--- src/rtl/video_timing_drvr.sv ---
// video_timing_drvr: programmable H/V raster timing generator feeding pixels from a show-ahead FIFO
module video_timing_drvr #(
  parameter int PXL_W = 24,
  parameter int CNTR_W = 12,
  parameter int HS_ACTIVE_HIGH = 0,
  parameter int VS_ACTIVE_HIGH = 0,
  parameter logic [PXL_W-1:0] UFLOW_PXL = '0,
  parameter int DEF_HVALID = 1280,
  parameter int DEF_HFP = 110,
  parameter int DEF_HSYNC = 40,
  parameter int DEF_HBP = 220,
  parameter int DEF_VVALID = 720,
  parameter int DEF_VFP = 5,
  parameter int DEF_VSYNC = 5,
  parameter int DEF_VBP = 20
) (
  input  logic              clk,
  input  logic              rst,
  input  logic              drvr_en,
  input  logic [CNTR_W-1:0] cfg_hvalid,
  input  logic [CNTR_W-1:0] cfg_hfp,
  input  logic [CNTR_W-1:0] cfg_hsync,
  input  logic [CNTR_W-1:0] cfg_hbp,
  input  logic [CNTR_W-1:0] cfg_vvalid,
  input  logic [CNTR_W-1:0] cfg_vfp,
  input  logic [CNTR_W-1:0] cfg_vsync,
  input  logic [CNTR_W-1:0] cfg_vbp,
  input  logic              cfg_load,
  input  logic              ff_empty,
  input  logic [PXL_W-1:0]  ff_rdata,
  output logic              ff_rd_en,
  output logic [PXL_W-1:0]  vid_d,
  output logic              vid_de,
  output logic              vid_hs,
  output logic              vid_vs,
  output logic              sof,
  output logic              uflow,
  input  logic              uflow_clr,
  output logic              cfg_busy
);
  localparam int AW = CNTR_W + 2;
  localparam logic HS_ON = HS_ACTIVE_HIGH != 0;
  localparam logic VS_ON = VS_ACTIVE_HIGH != 0;
  localparam logic [7:0][CNTR_W-1:0] SH_RST = {
    CNTR_W'(DEF_VBP), CNTR_W'(DEF_VSYNC), CNTR_W'(DEF_VFP), CNTR_W'(DEF_VVALID),
    CNTR_W'(DEF_HBP), CNTR_W'(DEF_HSYNC), CNTR_W'(DEF_HFP), CNTR_W'(DEF_HVALID)};

  typedef enum logic [2:0] {IDLE, FP, SYNC, BP, VALID} st_t;

  // A zero-width region would break the state sequence, so it is widened to one count
  function automatic logic [AW-1:0] nz(input logic [CNTR_W-1:0] x);
    return (x == '0) ? AW'(1) : AW'(x);
  endfunction

  // Last count of FP, SYNC, BP and VALID (index 0..3) along one axis
  function automatic logic [3:0][AW-1:0] ends(input logic [CNTR_W-1:0] fp, sy, bp, va);
    logic [AW-1:0] a, b, c;
    a = nz(fp);
    b = a + nz(sy);
    c = b + nz(bp);
    return {c + nz(va) - AW'(1), c - AW'(1), b - AW'(1), a - AW'(1)};
  endfunction

  function automatic st_t nxt(input st_t s, input logic [AW-1:0] c, input logic [3:0][AW-1:0] b);
    case (s)
      FP:      return (c == b[0]) ? SYNC : FP;
      SYNC:    return (c == b[1]) ? BP : SYNC;
      BP:      return (c == b[2]) ? VALID : BP;
      VALID:   return (c == b[3]) ? FP : VALID;
      default: return FP;
    endcase
  endfunction

  st_t h_q, h_d, v_q, v_d;
  logic [AW-1:0] hc_q, hc_d, vc_q, vc_d;
  logic [7:0][CNTR_W-1:0] sh_q, sh_d;
  logic [3:0][AW-1:0] hb, vb;
  logic pend_q, pend_d, idle, hwrap, vlast, load, active;
  logic [PXL_W-1:0] vid_d_q, vid_d_d;
  logic vid_de_q, vid_de_d, vid_hs_q, vid_hs_d, vid_vs_q, vid_vs_d;
  logic sof_q, sof_d, uflow_q, uflow_d;

  assign hb = ends(sh_q[1], sh_q[2], sh_q[3], sh_q[0]);
  assign vb = ends(sh_q[5], sh_q[6], sh_q[7], sh_q[4]);

  // Raster FSMs and counters; shadow swaps only at a frame edge or while idle
  always_comb begin
    idle = h_q == IDLE;
    hwrap = hc_q == hb[3];
    vlast = vc_q == vb[3];
    load = pend_q & (idle | (hwrap & vlast));
    h_d = !drvr_en ? IDLE : idle ? FP : nxt(h_q, hc_q, hb);
    v_d = !drvr_en ? IDLE : idle ? FP : hwrap ? nxt(v_q, vc_q, vb) : v_q;
    hc_d = (!drvr_en || idle || hwrap) ? '0 : hc_q + AW'(1);
    vc_d = (!drvr_en || idle || (hwrap && vlast)) ? '0 : hwrap ? vc_q + AW'(1) : vc_q;
    sh_d = load ? {cfg_vbp, cfg_vsync, cfg_vfp, cfg_vvalid, cfg_hbp, cfg_hsync, cfg_hfp, cfg_hvalid} : sh_q;
    pend_d = cfg_load | (pend_q & ~load);
  end

  // Video outputs are computed from the current state and registered one cycle later
  always_comb begin
    active = (h_q == VALID) && (v_q == VALID);
    ff_rd_en = active & ~ff_empty;
    vid_de_d = active;
    vid_hs_d = (h_q == SYNC) ? HS_ON : ~HS_ON;
    vid_vs_d = (v_q == SYNC) ? VS_ON : ~VS_ON;
    vid_d_d = !active ? '0 : ff_empty ? UFLOW_PXL : ff_rdata;
    uflow_d = (active & ff_empty) | (uflow_q & ~uflow_clr);
    sof_d = (hc_q == '0) && (vc_q == '0) && (v_q == FP);
  end

  // Timing state registers
  always_ff @(posedge clk or posedge rst) begin
    if (rst) begin
      h_q <= IDLE;
      v_q <= IDLE;
      hc_q <= '0;
      vc_q <= '0;
      sh_q <= SH_RST;
      pend_q <= 1'b0;
    end else begin
      h_q <= h_d;
      v_q <= v_d;
      hc_q <= hc_d;
      vc_q <= vc_d;
      sh_q <= sh_d;
      pend_q <= pend_d;
    end
  end

  // Output registers
  always_ff @(posedge clk or posedge rst) begin
    if (rst) begin
      vid_d_q <= '0;
      vid_de_q <= 1'b0;
      vid_hs_q <= ~HS_ON;
      vid_vs_q <= ~VS_ON;
      sof_q <= 1'b0;
      uflow_q <= 1'b0;
    end else begin
      vid_d_q <= vid_d_d;
      vid_de_q <= vid_de_d;
      vid_hs_q <= vid_hs_d;
      vid_vs_q <= vid_vs_d;
      sof_q <= sof_d;
      uflow_q <= uflow_d;
    end
  end

  assign vid_d = vid_d_q;
  assign vid_de = vid_de_q;
  assign vid_hs = vid_hs_q;
  assign vid_vs = vid_vs_q;
  assign sof = sof_q;
  assign uflow = uflow_q;
  assign cfg_busy = pend_q;
endmodule

--- config.mk ---
export PLATFORM = sky130hd
export DESIGN_NAME = video_timing_drvr
export DESIGN_NICKNAME = d
export VERILOG_FILES = /design/src/rtl/video_timing_drvr.sv
export SDC_FILE = /design/constraint.sdc
export NUM_CORES = 1
export LEC_CHECK = 0
export ABC_AREA = 1
export CAP_MARGIN = 20
export CELL_PAD_IN_SITES_DETAIL_PLACEMENT = 1
export CELL_PAD_IN_SITES_GLOBAL_PLACEMENT = 2
export CORE_UTILIZATION = 35
export CTS_BUF_LIST = sky130_fd_sc_hd__clkbuf_8
export DETAILED_ROUTE_END_ITERATION = 6
export HOLD_SLACK_MARGIN = 0.1
export PLACE_DENSITY_LB_ADDON = 0.25
export SLEW_MARGIN = 20
export SYNTH_ARGS = -nofsm -noshare
export SYNTH_HDL_FRONTEND = slang
export SYNTH_SLANG_ARGS = --single-unit
--- constraint.sdc ---
create_clock -name clk -period 10.5 [get_ports clk]
set_clock_uncertainty 0.05 [all_clocks]
set_input_delay 3.15 -clock clk [delete_from_list [all_inputs] [get_ports clk]]
set_output_delay 3.15 -clock clk [all_outputs]
set_load 0.01 [all_outputs]
==> flow_summary.yaml, run 1 <==
outcome:
  status: "completed"
sta:
  post-route-worst-setup-slack_ns: 2.06
  timing_max_transition_violations_final: 0
  grt_setup_unrepaired: "no"
  timing.final.crit_period_ns: 8.44
  max_transition_margin_pct: 34.0
  maxClockFrequency_ghz: 0.118
  setup_total_negative_slack_ns: 0
  period_share_pct: 80.4
  timing.final.hold_violations: 0
  worst-slew-pin-transition_ns: 0.990
  setup-violations-final: 0
synth:
  adder_cell_fraction_of_synth_area_pct: 9.09
  synth_mux_area_share_pct: 0
  synth-simple-area-share_pct: 40.3
  ys_warn_count: 0
  syn-num-nets: 2652
  compound_gate_fraction_of_synth_area_pct: 4.69
  synth-seq-cells: 160
  yosys.area_share.xor_xnor_pct: 6.93
  post_synth_instance_area_sq_um: 15100
  post_synth.cell_area_avg_sq_um: 6.23
  yosysSeqAreaShare_pct: 26.8
  main_combinational_cell_family_by_area_after_synthesis: "simple AND/OR/NAND/NOR gates"
  synthesis.instances: 2420
  yosys.area.top_type_share_pct: 22.2
  yosysTopAreaCell: "dfrtp_1"
  synthTopCellsByArea: "dfrtp_1, nand2_1, nand3_1"
  number_of_different_library_cells_in_the_post_synthesis_netlist: 43
drt:
  route.final.wire_length_microns: 53700
  num_vias: 15458
  detail_route.first_pass.iterations: 4
  detail_route.drc_violations: 0
  detailed_route_vias_per_instance: 5.11
  drt_first_iter_violations: 724
  ant_nets: 0
  post_drt_wl_per_cell_microns: 17.7
critical_path:
  timing.critical_path.from_type: "register"
  worst_path_largest_cell_delay_ns: 0.73
  timing.critical_path.arrival_ns: 8.88
  critPathSlowestCell: "buf_4"
  worst-setup-path-type: "reg2reg"
  critPathCaptureType: "register"
  critPathRequiredTime_ns: 10.93
  crit_path_most_repeated_cell: "nand2_1"
  critPathMaxFanout: 75
global_route:
  grt_pass1_wl_microns: 86900
  grt_pass1_vias: 16012
  grt_antenna_before_repair: 3
  grtUsageTotal_pct: 25.3
  globalRouteOverflowTotal: 0
  grt_start_max_net_pins: 97
final_layout:
  num-fill-cells: 5557
  syn_to_final_growth_pct: 14.5
  nNetsFinal: 2705
  share_of_layout_cells_above_drive_strength_1_pct: 3.58
  ff_latch_area_sq_um: 4040
  fin_util_pct: 40.9
  multi_input_gate_area_sq_um: 9230
pwr:
  power.ir.vdd_worst_mv: 0.168
  p_total_mw: 5.06
  power.leakage_nw: 9.11
  powerDensity_nw_per_um2: 293
clock_network:
  clk_lat_worst_skew_ns: 0.55
  clock-root-buffer: "clkbuf_8"
  worst_setup_hold_path_clk_slew_ns: 0.10
  post_cts.resized_instances: 0
  post_cts_buffers: 0
  cts_made_buffers: 17
  max-clock-path-buffers: 2
  clock_tree.htree_level_count: 4
  tritoncts: "yes"
  ctsHoldBuffers: 0
  cts_sinks: 160
floorplan:
  initial_core_util_pct: 35.7
  die-width_microns: 210
  design.die.area_sq_um: 43900
  core_area_sq_um: 42200
  row_count: 75
  fp.dieH_microns: 210
  ios: 157
place:
  place.gp.congestion: 0.859
  portbufs: 156
  dp_hpwl_microns: 43700
  place_ws_ns: 2.12
run:
  cap_violations: 0
min_path:
  min_path_type: "reg2reg"
worst max-delay path: cells and delay by family, from the launching register on:
kind	cells	cell delay (ns)
simple gates	22	3.22
buf+inv	6	1.23
fa+ha+maj	4	1.33
compound gates	4	1.31
xor+xnor	3	0.78
flops	1	0.39
flip-flops by register name (all words and copies together), names as in the netlist:
register and flops:
v_q 3, vid_de 1, vid_vs 1, vc_q 14, vid_hs 1, uflow 1, cfg_busy 1, hc_q 14
sh_q 96, vid_d 24, h_q 3, sof 1
area by class of cell:
cell class | count | area share (%)
multi-input cells | 1783 | 53.4
flip-flops and latches | 160 | 23.4
repair buffers | 160 | 9.21
inverters | 351 | 7.65
well taps | 539 | 3.90
clock buffers | 18 | 1.43
clock inverters | 14 | 0.992
diodes | 2 | 0.0290
cell usage after synthesis (all sizes together):
master / n
o21bai: 9
nand2: 801
xnor2: 27
a31oi: 3
a21oi: 49
a41o: 4
nand4: 54
buf: 18
or2: 9
a21o: 3
o2111ai: 1
o21ai: 45
o22ai: 2
a41oi: 2
o21a: 2
nor3: 23
o211ai: 3
nor2: 218
ha: 100
and3: 1
xnor3: 1
nand3: 294
dfstp: 26
xor2: 89
and2: 2
clkbuf: 108
dfrtp: 134
nand3b: 10
clkinv: 5
nor4: 21
inv: 346
fa: 6
nor3b: 4
kinds of logic (layout without fill, tap and decap cells):
kind of cell / count (synthesis) / in the layout
buffers and inverters: 477 / 543
flip-flops: 160 / 160
AO/OA/AOI/OAI: 123 / 123
adder cells (fa/ha/maj): 106 / 106
AND/OR/NAND/NOR: 1437 / 1437
other: 0 / 2
XOR/XNOR: 117 / 117
where the power goes:
part / total (mW) / leakage [nW] / switching, mW / internal (mW)
clock network: 0.510 / 0.213 / 0.284 / 0.226
registers: 0.787 / 2.01 / 0.0914 / 0.695
logic: 3.77 / 6.88 / 2.41 / 1.36
total: 5.06 / 9.11 / 2.79 / 2.28
metal layers:
| layer | up-vias | wire (microns) | track usage (%) |
|---|---|---|---|
| met5 | - | 0 | 0 |
| met4 | 0 | 973 | 6.67 |
| met3 | 49 | 2880 | 4.70 |
| met2 | 331 | 23700 | 40.3 |
| met1 | 7394 | 26200 | 35.1 |
| li1 | 7684 | - | - |
cell usage in the layout, fill, tap and decap left out, types with 9 or more instances in the layout:
cell type / count
nor2_1: 217
ha_1: 100
clkdlybuf4s50_1: 156
nand3b_1: 10
nor4_1: 21
inv_1: 339
xor2_1: 88
dfstp_2: 26
or2_2: 9
o21ai_0: 44
nand4_1: 54
clkbuf_8: 18
nand2_1: 795
nor3_1: 23
nand3_1: 293
xnor2_1: 27
o21bai_1: 9
dfrtp_1: 133
a21oi_1: 49
metrics by stage:
stage          instances  cell area (sq um)  hold WS [ns]
4_1_cts             3025              17300         0.427
6_report            3027              17300         0.422
3_3_place_gp        2993              16800         0.403
5_1_grt             3027              17300         0.444
3_5_place_dp        2993              16800         0.413
2_1_floorplan       2420              15100         0.392
final timing paths:
path                             end  cells past startpoint  slack [ns]      from
max                          sh_q[4]                     39        2.06  sh_q[13]
min                         sh_q[72]                      2        0.42  sh_q[72]
max reg2reg                  sh_q[4]                     39        2.06  sh_q[13]
min reg2reg                 sh_q[72]                      2        0.42  sh_q[72]
max in group asynchronous   cfg_busy                      3        5.66       rst
min in group asynchronous  vid_d[15]                      2        3.12       rst
No activity file was read; power rests on OpenSTA's default activity.
==> inputs of run 2 (changes only) <==
--- a/config.mk
+++ b/config.mk
@@ -9,7 +9,7 @@
 export CAP_MARGIN = 20
 export CELL_PAD_IN_SITES_DETAIL_PLACEMENT = 1
 export CELL_PAD_IN_SITES_GLOBAL_PLACEMENT = 2
-export CORE_UTILIZATION = 35
+export CORE_UTILIZATION = 32
 export CTS_BUF_LIST = sky130_fd_sc_hd__clkbuf_8
 export DETAILED_ROUTE_END_ITERATION = 6
 export HOLD_SLACK_MARGIN = 0.1
==> constraint.sdc (replaced) <==
create_clock -name clk -period 8.25 [get_ports clk]
set_clock_uncertainty 0.05 [all_clocks]
set_input_delay 2.475 -clock clk [delete_from_list [all_inputs] [get_ports clk]]
set_output_delay 2.475 -clock clk [all_outputs]
set_load 0.01 [all_outputs]
==> run 2 against run 1 <==
Against the previous run: first-iteration DRC count is 4.3% higher; sequential cell count stayed put; die area is 9.3% higher; critical path type unchanged; critical endpoint is now sh_q[3].
==> flow_summary.yaml, run 2 (synthesized netlist as in run 1, its figures left out) <==
outcome:
  status: "completed"
pwr:
  clkPwrFrac_pct: 9.7
  sw_frac_of_total_pct: 55.5
  internal_power_mw: 2.85
  p_total_mw: 6.41
  pwr-share-seq_pct: 15.7
  power.net_switching_mw: 3.55
  power.leakage_nw: 9.12
  powerDensity_nw_per_um2: 369
  power.ir.vdd_worst_mv: 0.150
  comb_power_share_pct: 74.7
clock_network:
  max-clock-path-buffers: 2
  cts_sinks: 160
  clock-root-buffer: "clkbuf_8"
  ctsHoldBuffers: 0
  tritoncts: "yes"
  post_cts_buffers: 0
  post_cts.resized_instances: 0
  clk_lat_worst_skew_ns: 0.57
  clock_tree.htree_level_count: 4
  worst_setup_hold_path_clk_slew_ns: 0.11
  cts_made_buffers: 17
global_route:
  grt_antenna_before_repair: 3
  grt_pass1_wl_microns: 88100
  globalRouteOverflowTotal: 0
  grt_start_max_net_pins: 100
  grt_pass1_vias: 15889
  grtUsageTotal_pct: 23.9
drt:
  detailed_route_vias_per_instance: 4.94
  detail_route.drc_violations: 0
  wl_met2_microns: 24300
  post_drt_wl_per_cell_microns: 17.8
  top_layer: "met4"
  route.layer.met1.wl_microns: 27400
  num_vias: 15329
  ant_nets: 0
  detail_route.first_pass.iterations: 5
  drt_first_iter_violations: 755
  route.final.wire_length_microns: 55100
  met3WireLength_microns: 2510
final_layout:
  multi_input_gate_area_sq_um: 9220
  flip_flop_count_of_the_largest_register_all_copies_and_words_added: 96
  post-route-cell-area_sq_um: 17400
  share_of_layout_cells_above_drive_strength_1_pct: 3.73
  nNetsFinal: 2709
  num-fill-cells: 6118
  mostFrequentLayoutCell: "nand2_1"
  syn_to_final_growth_pct: 15.1
  mostFrequentLayoutCells: "nand2_1, inv_1, nand3_1"
  regMostFlops: "sh_q"
  ff_latch_area_sq_um: 4040
critical_path:
  worst-setup-path-type: "reg2reg"
  critPathRequiredTime_ns: 8.71
  worst_path_largest_cell_delay_ns: 0.46
  timing.critical_path.arrival_ns: 7.96
  timing.critical_path.from_type: "register"
  path_delay_family: "simple AND/OR/NAND/NOR gates"
  critPathCaptureType: "register"
  critPathMaxFanout: 75
  critPathSlowestCell: "xor2_1"
  crit_path_most_repeated_cell: "nand2_1"
  cp.buffers_inverters: 5
sta:
  timing.final.crit_period_ns: 7.49
  grt_setup_unrepaired: "no"
  setup-violations-final: 0
  timing.final.hold_violations: 0
  setup_total_negative_slack_ns: 0
  max_transition_margin_pct: 34.5
  worst-slew-pin-transition_ns: 0.982
  timing_max_transition_violations_final: 0
  maxClockFrequency_ghz: 0.133
  period_share_pct: 90.8
floorplan:
  initial_core_util_pct: 32.4
  row_count: 79
  die-width_microns: 219
  fp.dieH_microns: 219
  core_area_sq_um: 46600
  ios: 157
  design.die.area_sq_um: 48000
place:
  dp_hpwl_microns: 44300
  place.gp.congestion: 0.882
  portbufs: 156
  dpl_cell_area_sq_um: 17000
run:
  cap_violations: 0
min_path:
  min_path_type: "reg2reg"
[run 2: per-layer routing]
metal  vias up  track usage, %
met1      7292            33.0
li1       7693               -
met2       293            37.7
met3        51            4.99
met4         0            5.79
met5         -               0
[run 2: worst register-to-register path: cells and delay by family, from the launching register on]
| family | cells | cell delay, ns |
|---|---|---|
| compound gates | 3 | 0.67 |
| xor+xnor | 3 | 0.83 |
| fa+ha+maj | 4 | 1.34 |
| buf+inv | 5 | 0.81 |
| flops | 1 | 0.45 |
| simple gates | 23 | 3.31 |
[run 2: worst paths after layout]
kind	slack, ns	from	depth (start not counted)	to
max	0.76	sh_q[16]	38	sh_q[3]
min	0.42	sh_q[72]	2	sh_q[72]
max reg2reg	0.76	sh_q[16]	38	sh_q[3]
min reg2reg	0.42	sh_q[72]	2	sh_q[72]
max in group asynchronous	4.21	rst	3	sh_q[51]
min in group asynchronous	2.48	rst	2	vid_d[17]
[run 2: final cells by class]
type / count / share of cell area, %
Antenna cell: 3 / 0.0432
Clock buffer: 19 / 1.51
Clock inverter: 13 / 0.684
Inverter: 351 / 7.61
Multi-Input combinational cell: 1783 / 53.0
Sequential cell: 160 / 23.3
Tap cell: 607 / 4.37
Timing Repair Buffer: 164 / 9.48
[run 2: stage by stage]
| step | hold slack (ns) | cells | util, % | worst slack, ns |
|---|---|---|---|---|
| after floorplan | 0.392 | 2420 | - | 1.45 |
| after CTS | 0.423 | 3097 | 37.3 | 0.758 |
| after detailed placement | 0.410 | 3065 | 36.5 | 0.794 |
| final | 0.422 | 3100 | 37.3 | 0.756 |
| after global routing | 0.441 | 3100 | 37.3 | 0.0972 |
| after global placement | 0.409 | 3065 | 36.5 | 0.955 |
[run 2: power by group through the flow]
stage,clock network [mW],logic (mW),registers (mW)
finish,0.619,4.79,1.00
global route,0.667,5.50,1.02
detailed placement,0,4.79,1.02
floorplan,0,3.70,0.955
CTS,0.642,4.82,1.00
global placement,0,4.66,1.02
==> inputs of run 3 (changes only) <==
--- a/config.mk
+++ b/config.mk
@@ -10,7 +10,7 @@
 export CELL_PAD_IN_SITES_DETAIL_PLACEMENT = 1
 export CELL_PAD_IN_SITES_GLOBAL_PLACEMENT = 2
 export CORE_UTILIZATION = 32
-export CTS_BUF_LIST = sky130_fd_sc_hd__clkbuf_8
+export CTS_BUF_LIST = sky130_fd_sc_hd__clkbuf_16
 export DETAILED_ROUTE_END_ITERATION = 6
 export HOLD_SLACK_MARGIN = 0.1
 export PLACE_DENSITY_LB_ADDON = 0.25
==> constraint.sdc (replaced) <==
create_clock -name clk -period 7.2 [get_ports clk]
set_clock_uncertainty 0.05 [all_clocks]
set_input_delay 2.16 -clock clk [delete_from_list [all_inputs] [get_ports clk]]
set_output_delay 2.16 -clock clk [all_outputs]
set_load 0.01 [all_outputs]
==> run 3 against run 2 <==
Against the previous run: non-clock buffer count up 36; power up 21%; register-to-register slack worse by 0.22 ns; fmax up 12%; first-iteration DRC count up 3.8%; design area up 3.4%; sequential share of layout area down 0.73 points; worst setup slack worse by 0.22 ns; final cell count up 1.1%; sequential cell count unchanged; combinational power up 19%; clock power up 45%; critical path type unchanged.
==> flow_summary.yaml, run 3 (synthesized netlist as in run 1, its figures left out) <==
floorplan:
  ios: 157
  initial_core_util_pct: 32.4
  design.die.area_sq_um: 48000
  core_area_sq_um: 46600
  die-width_microns: 219
  fp.dieH_microns: 219
  row_count: 79
sta:
  worst-slew-pin-transition_ns: 0.782
  maxClockFrequency_ghz: 0.150
  max_transition_margin_pct: 47.9
  timing.final.hold_violations: 0
  fin_worst_hold_slack_ns: 0.429
  period_share_pct: 92.5
  timing_max_transition_violations_final: 0
  setup-violations-final: 0
  post-route-worst-setup-slack_ns: 0.538
  setup_total_negative_slack_ns: 0
  timing.final.crit_period_ns: 6.66
run:
  cap_violations: 0
global_route:
  grtUsageTotal_pct: 24.2
  grt_pass1_vias: 15947
  globalRouteOverflowTotal: 0
  grt_pass1_wl_microns: 88900
  grt_antenna_before_repair: 2
  grt_start_max_net_pins: 68
final_layout:
  num-fill-cells: 6039
  mostFrequentLayoutCell: "nand2_1"
  flip_flop_count_of_the_largest_register_all_copies_and_words_added: 96
  mostFrequentLayoutCells: "nand2_1, inv_1, nand3_1"
  fin_util_pct: 38.6
  post-route-cell-area_sq_um: 18000
  syn_to_final_growth_pct: 19.0
  regMostFlops: "sh_q"
  nNetsFinal: 2745
  share_of_layout_cells_above_drive_strength_1_pct: 5.74
  stdcell_count: 3135
clock_network:
  tritoncts: "yes"
  worst_setup_hold_path_clk_slew_ns: 0.07
  cts_sinks: 160
  clock-root-buffer: "clkbuf_16"
  max-clock-path-buffers: 2
  clk_lat_worst_skew_ns: 0.48
  clock_tree.htree_level_count: 4
  cts_made_buffers: 17
drt:
  ant_nets: 0
  num_vias: 15543
  detail_route.first_pass.iterations: 5
  detailed_route_vias_per_instance: 4.96
  drt_first_iter_violations: 784
  detail_route.drc_violations: 0
  post_drt_wl_per_cell_microns: 18.1
  route.final.wire_length_microns: 56600
critical_path:
  critPathSlowestCell: "dfrtp_2"
  timing.critical_path.arrival_ns: 7.02
  worst_path_largest_cell_delay_ns: 0.46
  worst-setup-path-type: "reg2reg"
  crit_path_most_repeated_cell: "nand2_1"
  critPathMaxFanout: 8
  critPathRequiredTime_ns: 7.56
  timing.critical_path.from_type: "register"
  critPathCaptureType: "register"
place:
  place_ws_ns: 0.128
  place.gp.congestion: 0.900
  portbufs: 156
  dpl_cell_area_sq_um: 17200
  dp_hpwl_microns: 46100
  cells_after_dpl: 3083
pwr:
  power.ir.vdd_worst_mv: 0.224
  p_total_mw: 7.73
  powerDensity_nw_per_um2: 431
  power.leakage_nw: 9.40
outcome:
  status: "completed"
min_path:
  min_path_type: "reg2reg"
==> run 3: worst max-delay path, delay by kind of cell, from the launching register on <==
kind	cells	cell delay [ns]
buffers and inverters	11	1.14
adders and majority gates	5	1.65
DFF	1	0.46
AOI/OAI and AO/OA	7	1.21
and+or+nand+nor	20	2.06
==> run 3: worst paths after layout <==
| check | depth (start not counted) | slack [ns] | from | endpoint |
|---|---|---|---|---|
| min in group asynchronous | 2 | 2.09 | rst | vid_d[17] |
| max in group asynchronous | 3 | 3.85 | rst | sh_q[20] |
| hold reg to reg | 2 | 0.43 | sh_q[55] | sh_q[55] |
| hold / removal | 2 | 0.43 | sh_q[55] | sh_q[55] |
| setup reg to reg | 43 | 0.54 | sh_q[19] | sh_q[68] |
| setup / recovery | 43 | 0.54 | sh_q[19] | sh_q[68] |
==> run 3: routing by layer <==
| layer | part of all wire (%) | global-route usage, % | wire [microns] |
|---|---|---|---|
| met1 | 49 | 33.3 | 27800 |
| met5 | 0 | 0 | 0 |
| met4 | 1.4 | 6.11 | 781 |
| met2 | 45 | 39.0 | 25500 |
| met3 | 4.5 | 4.16 | 2570 |
==> run 3: timing repair <==
item / 4_1_cts / 5_1_grt
setup endpoints to repair: 0 / 128
hold buffers: 0 / 0
setup buffers: 0 / 16
resized for setup: 0 / 21
==> run 3: final cells by class <==
| type | count | area, sq um | share of cell area (%) |
|---|---|---|---|
| multi-input combinational | 1783 | 9250 | 51.5 |
| sequential | 160 | 4050 | 22.5 |
| timing repair buffer | 200 | 2020 | 11.2 |
| inverter | 351 | 1330 | 7.39 |
| tap | 607 | 759 | 4.23 |
| clock buffer | 17 | 425 | 2.37 |
| clock inverter | 15 | 125 | 0.697 |
| antenna | 2 | 5.00 | 0.0279 |
==> run 3: power by group <==
group          total [mW]  switching (mW)  internal [mW]
sequential           1.15           0.134           1.02
clock               0.895           0.445          0.450
combinational        5.69            3.60           2.08
total                7.73            4.18           3.55
